## config.mk

```make
export PLATFORM = sky130hd
export DESIGN_NAME = spi_reg_slave
export DESIGN_NICKNAME = d
export VERILOG_FILES = /design/src/rtl/spi_pkg.sv /design/src/rtl/spi_sync_edge.sv /design/src/rtl/spi_reg_slave.sv
export SDC_FILE = /design/constraint.sdc
export NUM_CORES = 1
export LEC_CHECK = 0
export BUFFER_PORTS_ARGS = -buffer_cell sky130_fd_sc_hd__buf_2
export CORE_MARGIN = 2
export CORE_UTILIZATION = 60
export CTS_CLUSTER_DIAMETER = 60
export DETAILED_ROUTE_END_ITERATION = 6
export PLACE_DENSITY_LB_ADDON = 0.2
export SLEW_MARGIN = 20
export SYNTH_ARGS = -nofsm -noshare
export SYNTH_HDL_FRONTEND = slang
export SYNTH_SLANG_ARGS = --single-unit
```

## constraint.sdc

```tcl
create_clock -name clk_i -period 3 [get_ports clk_i]
set_input_delay 0.3 -clock clk_i [delete_from_list [all_inputs] [get_ports clk_i]]
set_output_delay 0.3 -clock clk_i [all_outputs]
set_load 0.02 [all_outputs]
```

## src/rtl/spi_pkg.sv

```systemverilog
// Shared types and constants for the SPI register-access slave.
package spi_pkg;

  typedef enum logic [2:0] {
    IDLE,
    CMD,
    ADDR,
    DATA,
    DONE
  } state_e;

  localparam logic WRITE = 1'b0;
  localparam logic READ  = 1'b1;

endpackage

```

## src/rtl/spi_sync_edge.sv

```systemverilog
// Two-flop synchroniser for an asynchronous pin plus a registered copy for edge detection.
// The edge direction follows from the synchronised level reported alongside the edge flag.
module spi_sync_edge #(
  parameter logic RESET_VAL = 1'b0
) (
  input  logic clk_i,
  input  logic reset_n_i,
  input  logic async_i,
  output logic sync_o,
  output logic edge_o
);

  logic [1:0] sync_q;
  logic       prev_q;

  always_ff @(posedge clk_i or negedge reset_n_i) begin
    if (!reset_n_i) begin
      sync_q <= {2{RESET_VAL}};
      prev_q <= RESET_VAL;
    end else begin
      sync_q <= {sync_q[0], async_i};
      prev_q <= sync_q[1];
    end
  end

  assign sync_o = sync_q[1];
  assign edge_o = sync_q[1] ^ prev_q;

endmodule

```

## src/rtl/spi_reg_slave.sv

```systemverilog
// SPI register-access slave: frames of R/W bit, address and data, MSB first,
// decoded in the system clock domain into single-cycle register-file strobes.
module spi_reg_slave #(
  parameter int ADDR_W = 4,
  parameter int DATA_W = 8,
  parameter bit CPOL   = 1'b0,
  parameter bit CPHA   = 1'b0
) (
  input  logic              clk_i,
  input  logic              reset_n_i,
  input  logic              sclk_i,
  input  logic              cs_n_i,
  input  logic              mosi_i,
  output logic              miso_o,
  output logic              wr_en_o,
  output logic [ADDR_W-1:0] wr_addr_o,
  output logic [DATA_W-1:0] wr_data_o,
  output logic              rd_en_o,
  output logic [ADDR_W-1:0] rd_addr_o,
  input  logic [DATA_W-1:0] rd_data_i,
  output logic              frame_err_o
);
  import spi_pkg::*;

  localparam int FRAME_LEN = 1 + ADDR_W + DATA_W;
  localparam int SHIFT_W   = ADDR_W + DATA_W;
  localparam int CNT_W     = $clog2(FRAME_LEN + 1);

  logic sclkSync, sclkEdge, csSync, csEdge;
  logic [1:0] mosiSync_q;

  spi_sync_edge #(.RESET_VAL(CPOL)) uSclkSync (
    .clk_i     (clk_i),
    .reset_n_i (reset_n_i),
    .async_i   (sclk_i),
    .sync_o    (sclkSync),
    .edge_o    (sclkEdge)
  );

  spi_sync_edge #(.RESET_VAL(1'b1)) uCsSync (
    .clk_i     (clk_i),
    .reset_n_i (reset_n_i),
    .async_i   (cs_n_i),
    .sync_o    (csSync),
    .edge_o    (csEdge)
  );

  logic leadEdge, trailEdge, sampleEdge, shiftEdge, csRise, mosiBit;

  // The leading edge moves SCLK away from its idle level.
  assign leadEdge   = sclkEdge && (sclkSync != CPOL);
  assign trailEdge  = sclkEdge && (sclkSync == CPOL);
  assign sampleEdge = CPHA ? trailEdge : leadEdge;
  assign shiftEdge  = CPHA ? leadEdge : trailEdge;
  assign csRise     = csEdge && csSync;
  assign mosiBit    = mosiSync_q[1];

  state_e              state_q, state_d;
  logic [CNT_W-1:0]    bitCnt_q, bitCnt_d;
  logic                rw_q, rw_d;
  logic [SHIFT_W-2:0]  inShift_q, inShift_d;
  logic [DATA_W-1:0]   outShift_q, outShift_d;
  logic                miso_q, miso_d;
  logic                wrEn_q, wrEn_d;
  logic [ADDR_W-1:0]   wrAddr_q, wrAddr_d;
  logic [DATA_W-1:0]   wrData_q, wrData_d;
  logic                rdEn_q, rdEn_d;
  logic [ADDR_W-1:0]   rdAddr_q, rdAddr_d;
  logic                frameErr_q, frameErr_d;

  logic [SHIFT_W-1:0]  shiftIn;
  logic                lastAddr, lastBit;

  assign shiftIn  = {inShift_q, mosiBit};
  assign lastAddr = (bitCnt_q == CNT_W'(ADDR_W));
  assign lastBit  = (bitCnt_q == CNT_W'(FRAME_LEN - 1));

  always_ff @(posedge clk_i or negedge reset_n_i) begin
    if (!reset_n_i) begin
      mosiSync_q <= '0;
      state_q    <= IDLE;
      bitCnt_q   <= '0;
      rw_q       <= WRITE;
      inShift_q  <= '0;
      outShift_q <= '0;
      miso_q     <= 1'b0;
      wrEn_q     <= 1'b0;
      wrAddr_q   <= '0;
      wrData_q   <= '0;
      rdEn_q     <= 1'b0;
      rdAddr_q   <= '0;
      frameErr_q <= 1'b0;
    end else begin
      mosiSync_q <= {mosiSync_q[0], mosi_i};
      state_q    <= state_d;
      bitCnt_q   <= bitCnt_d;
      rw_q       <= rw_d;
      inShift_q  <= inShift_d;
      outShift_q <= outShift_d;
      miso_q     <= miso_d;
      wrEn_q     <= wrEn_d;
      wrAddr_q   <= wrAddr_d;
      wrData_q   <= wrData_d;
      rdEn_q     <= rdEn_d;
      rdAddr_q   <= rdAddr_d;
      frameErr_q <= frameErr_d;
    end
  end

  // A cs_n rise coinciding with the final data sample still completes the frame.
  always_comb begin
    state_d    = state_q;
    bitCnt_d   = bitCnt_q;
    rw_d       = rw_q;
    inShift_d  = inShift_q;
    outShift_d = outShift_q;
    miso_d     = miso_q;
    wrEn_d     = 1'b0;
    wrAddr_d   = wrAddr_q;
    wrData_d   = wrData_q;
    rdEn_d     = 1'b0;
    rdAddr_d   = rdAddr_q;
    frameErr_d = 1'b0;

    if (rdEn_q) outShift_d = rd_data_i;

    case (state_q)
      IDLE: begin
        miso_d = 1'b0;
        if (!csSync) begin
          bitCnt_d = '0;
          state_d  = CMD;
        end
      end
      CMD: begin
        if (csRise) begin
          state_d    = IDLE;
          frameErr_d = 1'b1;
        end else if (sampleEdge) begin
          rw_d     = mosiBit;
          bitCnt_d = CNT_W'(1);
          state_d  = ADDR;
        end
      end
      ADDR: begin
        if (csRise) begin
          state_d    = IDLE;
          frameErr_d = 1'b1;
        end else if (sampleEdge) begin
          inShift_d = shiftIn[SHIFT_W-2:0];
          bitCnt_d  = bitCnt_q + CNT_W'(1);
          if (lastAddr) begin
            state_d = DATA;
            if (rw_q == READ) begin
              rdEn_d   = 1'b1;
              rdAddr_d = shiftIn[ADDR_W-1:0];
            end
          end
        end
      end
      DATA: begin
        if (sampleEdge) begin
          inShift_d = shiftIn[SHIFT_W-2:0];
          bitCnt_d  = bitCnt_q + CNT_W'(1);
          if (lastBit) begin
            state_d = DONE;
            if (rw_q == WRITE) begin
              wrEn_d   = 1'b1;
              wrAddr_d = shiftIn[SHIFT_W-1:DATA_W];
              wrData_d = shiftIn[DATA_W-1:0];
            end
          end
        end
        if (csRise && !(sampleEdge && lastBit)) begin
          state_d    = IDLE;
          frameErr_d = 1'b1;
          miso_d     = 1'b0;
        end else if (shiftEdge && rw_q == READ) begin
          miso_d     = outShift_q[DATA_W-1];
          outShift_d = outShift_q << 1;
        end
      end
      DONE: begin
        if (csSync) begin
          state_d = IDLE;
          miso_d  = 1'b0;
        end
      end
      default: state_d = IDLE;
    endcase
  end

  assign miso_o      = miso_q;
  assign wr_en_o     = wrEn_q;
  assign wr_addr_o   = wrAddr_q;
  assign wr_data_o   = wrData_q;
  assign rd_en_o     = rdEn_q;
  assign rd_addr_o   = rdAddr_q;
  assign frame_err_o = frameErr_q;

endmodule

```

==> results.ini <==
[grt]
gr-total-overflow = 0
grt_usage_pct = 21.1
grt_pass1_vias = 1432
grt_first_pass_wirelength_um = 6930
antenna_found_initial = 0
grt_max_degree = 36

[setup_path]
criticalPathCategory = reg -> reg
crit_required_ps = 3200
worstRegToRegCells = 6
r2r_slack_ps = 790
worstSetupStartpoint = bitCnt_q[0]
cp.arrival_ps = 2400
rr_endpoint = wr_data_o[7]
r2r_start = bitCnt_q[0]
crit_path_start_kind = flip-flop
cp_max_fo = 13
end_kind = flip-flop

[status]
outcome = finished clean

[timing]
setup_ws_ps = 793
drv_slew = 0
rsz0062_at_grt = false
finalSetupViolCount = 0
min_period_over_period_pct = 73.6
skew_ps = 4.14
worst_slew_pin_slew_ps = 789
hold_viol = 0
setup_tns_ps = 0
slew_headroom_pct = 47.3
period_minus_slack_ps = 2210
timing.hold.ws_ps = 83.8
clock.fmax_mhz = 453

[final_layout]
most-common-layout-cells = 52 x dfrtp_1, 32 x buf_2, 19 x mux2_2, 16 x nand2_1, 13 x o21ai_0
area_delta_synth_final_pct = 12.8
fin_nets = 223
final_common_cell = dfrtp_1
fin_cells = 257
antenna_cells = 0
drive_gt1_share_pct = 36.8
fillCellCount = 248
design_area_um2 = 2670
post-route-util_pct = 71.8

[die]
start_util_pct = 63.6
die_width_um = 66.8
die-area_um2 = 4460
pin_count = 33
rows = 22
core_area_um2 = 3720
die_h_um = 66.8

[synthesis]
synthArstFlopShare_pct = 100
mappedNetlistNets = 191
synth_cells = 176
synth_seq_area_share_pct = 58.4
syn_area_per_cell_um2 = 13.4
synth.distinct_cells = 41
yosysWarningCount = 0
synth_edf_count = 0
netlist_area_um2 = 2360
postSynth.topFlopCell = dfrtp_1
ys_seq_elements = 55

[power]
switching_power_mw = 0.491
power_mw = 1.81
sw_frac_of_total_pct = 27.1
p_int_mw = 1.32
leakage_nw = 1.27
pwr_density_cell_nw_per_um2 = 679
clock_power_share_pct = 31.0
peakVddDrop_mv = 0.487
combinationalPowerShare_pct = 15.4
seqPwrFrac_pct = 53.6

[clock_tree]
clock_path_buffers = 2
cts_sinks = 55
clkLatencyLatePin_ps = 300
path_clk_slew_ps = 90
tritoncts = done
cts_made_buffers = 5
h-tree-depth = 2
cts_resized = 0
cts-root-buf = clkbuf_8

[detailed_routing]
drc_errors = 0
wirelength_um = 4020
vias = 1422
routedWlPerCell_um = 15.6
firstDrtPassIters = 4
drtIter0Drc = 121
ant_nets = 0
vias_per_cell = 5.53

[hold_path]
min_from = cs_n_i
min_path_cells = 1
hp-class = in -> reg
min_to = uCsSync.sync_q[0]

[placed_design]
dp_hpwl_um = 2770
dpl_cell_area_um2 = 2520
pre_cts_slack_ps = 835
place_congestion = 0.882
io_buffers = 32
place_inst = 248

[job]
max_cap_violations = 0

[per-layer routing]
| layer | vias to the layer above | share of wire [%] | GRT usage [%] |
|---|---|---|---|
| met5 | - | 0 | 0 |
| met2 | 27 | 49 | 33.4 |
| met1 | 705 | 46 | 29.2 |
| met4 | 0 | 1.2 | 4.59 |
| li1 | 686 | - | - |
| met3 | 4 | 3.7 | 5.91 |
[power by group through the flow]
stage                     sequential [mW]  clock (mW)  combinational (mW)
final                               0.969       0.562               0.278
after global routing                0.985       0.604               0.319
after CTS                           0.967       0.570               0.280
after detailed placement            0.981           0               0.272
after global placement              0.970           0               0.259
after floorplan                     0.935           0               0.232
[synth_stat cells, drive strengths merged (3+ instances only)]
cell type	number	area share, %
dfrtp	52	55
mux2	29	15
nand2	16	2.5
o21ai	13	2.8
buf	9	2.9
mux2i	8	3.4
nor3	5	1.5
inv	4	0.63
nand3	4	1.4
nor2	4	0.63
dfstp	3	3.3
nand2b	3	0.79
[worst max-delay path by stage]
stage | to | slack [ps]
2_1_floorplan | wr_addr_o[0] | 1270
3_3_place_gp | wr_addr_o[3] | 920
3_5_place_dp | wr_data_o[7] | 840
4_1_cts | wr_data_o[7] | 770
5_1_grt | wr_data_o[7] | 660
6_report | wr_data_o[7] | 790
[cells by family (layout without fill, tap and decap cells)]
group                      count (synthesis)  after routing  synth area share, %
muxes                                     37             37                 18.6
DFF                                       55             55                 58.4
buffers and inverters                     13             46                 3.54
and+or+nand+nor                           42             42                 10.6
AOI/OAI and AO/OA                         26             26                 7.41
adders and majority gates                  3              3                 1.48
[registers in the layout, indices dropped and copies added, names as in the netlist, 2 cells and up]
name and flops:
outShift_q 8, rd_addr_o 4, wr_addr_o 4, state_q 3, inShift_q 11, bitCnt_q 4, uCsSync.sync_q 2, wr_data_o 8
mosiSync_q 2, uSclkSync.sync_q 2
[worst max-delay path, cell delays in order, from the launching register on]
cell and delay [ps]:
dfrtp_1 430, inv_1 80, ha_1 170, and2_1 230
nand3_4 110, nor3_4 670, mux2_2 410
[cell type report]
cell class	count	area, µm²	share of cell area [%]
clock inverters	2	60.1	2.25
well taps	48	60.1	2.25
multi-input cells	108	901	33.8
clock buffers	6	72.6	2.72
repair buffers	34	178	6.66
inverters	4	15.0	0.563
flip-flops and latches	55	1380	51.8
[timing repair]
item / 4_1_cts / 5_1_grt
setup buffers: 0 / 0
endpoints found under the hold margin: 18 / 0
hold buffers: 1 / 0
Note: power is estimated with default switching activity, not from simulation.
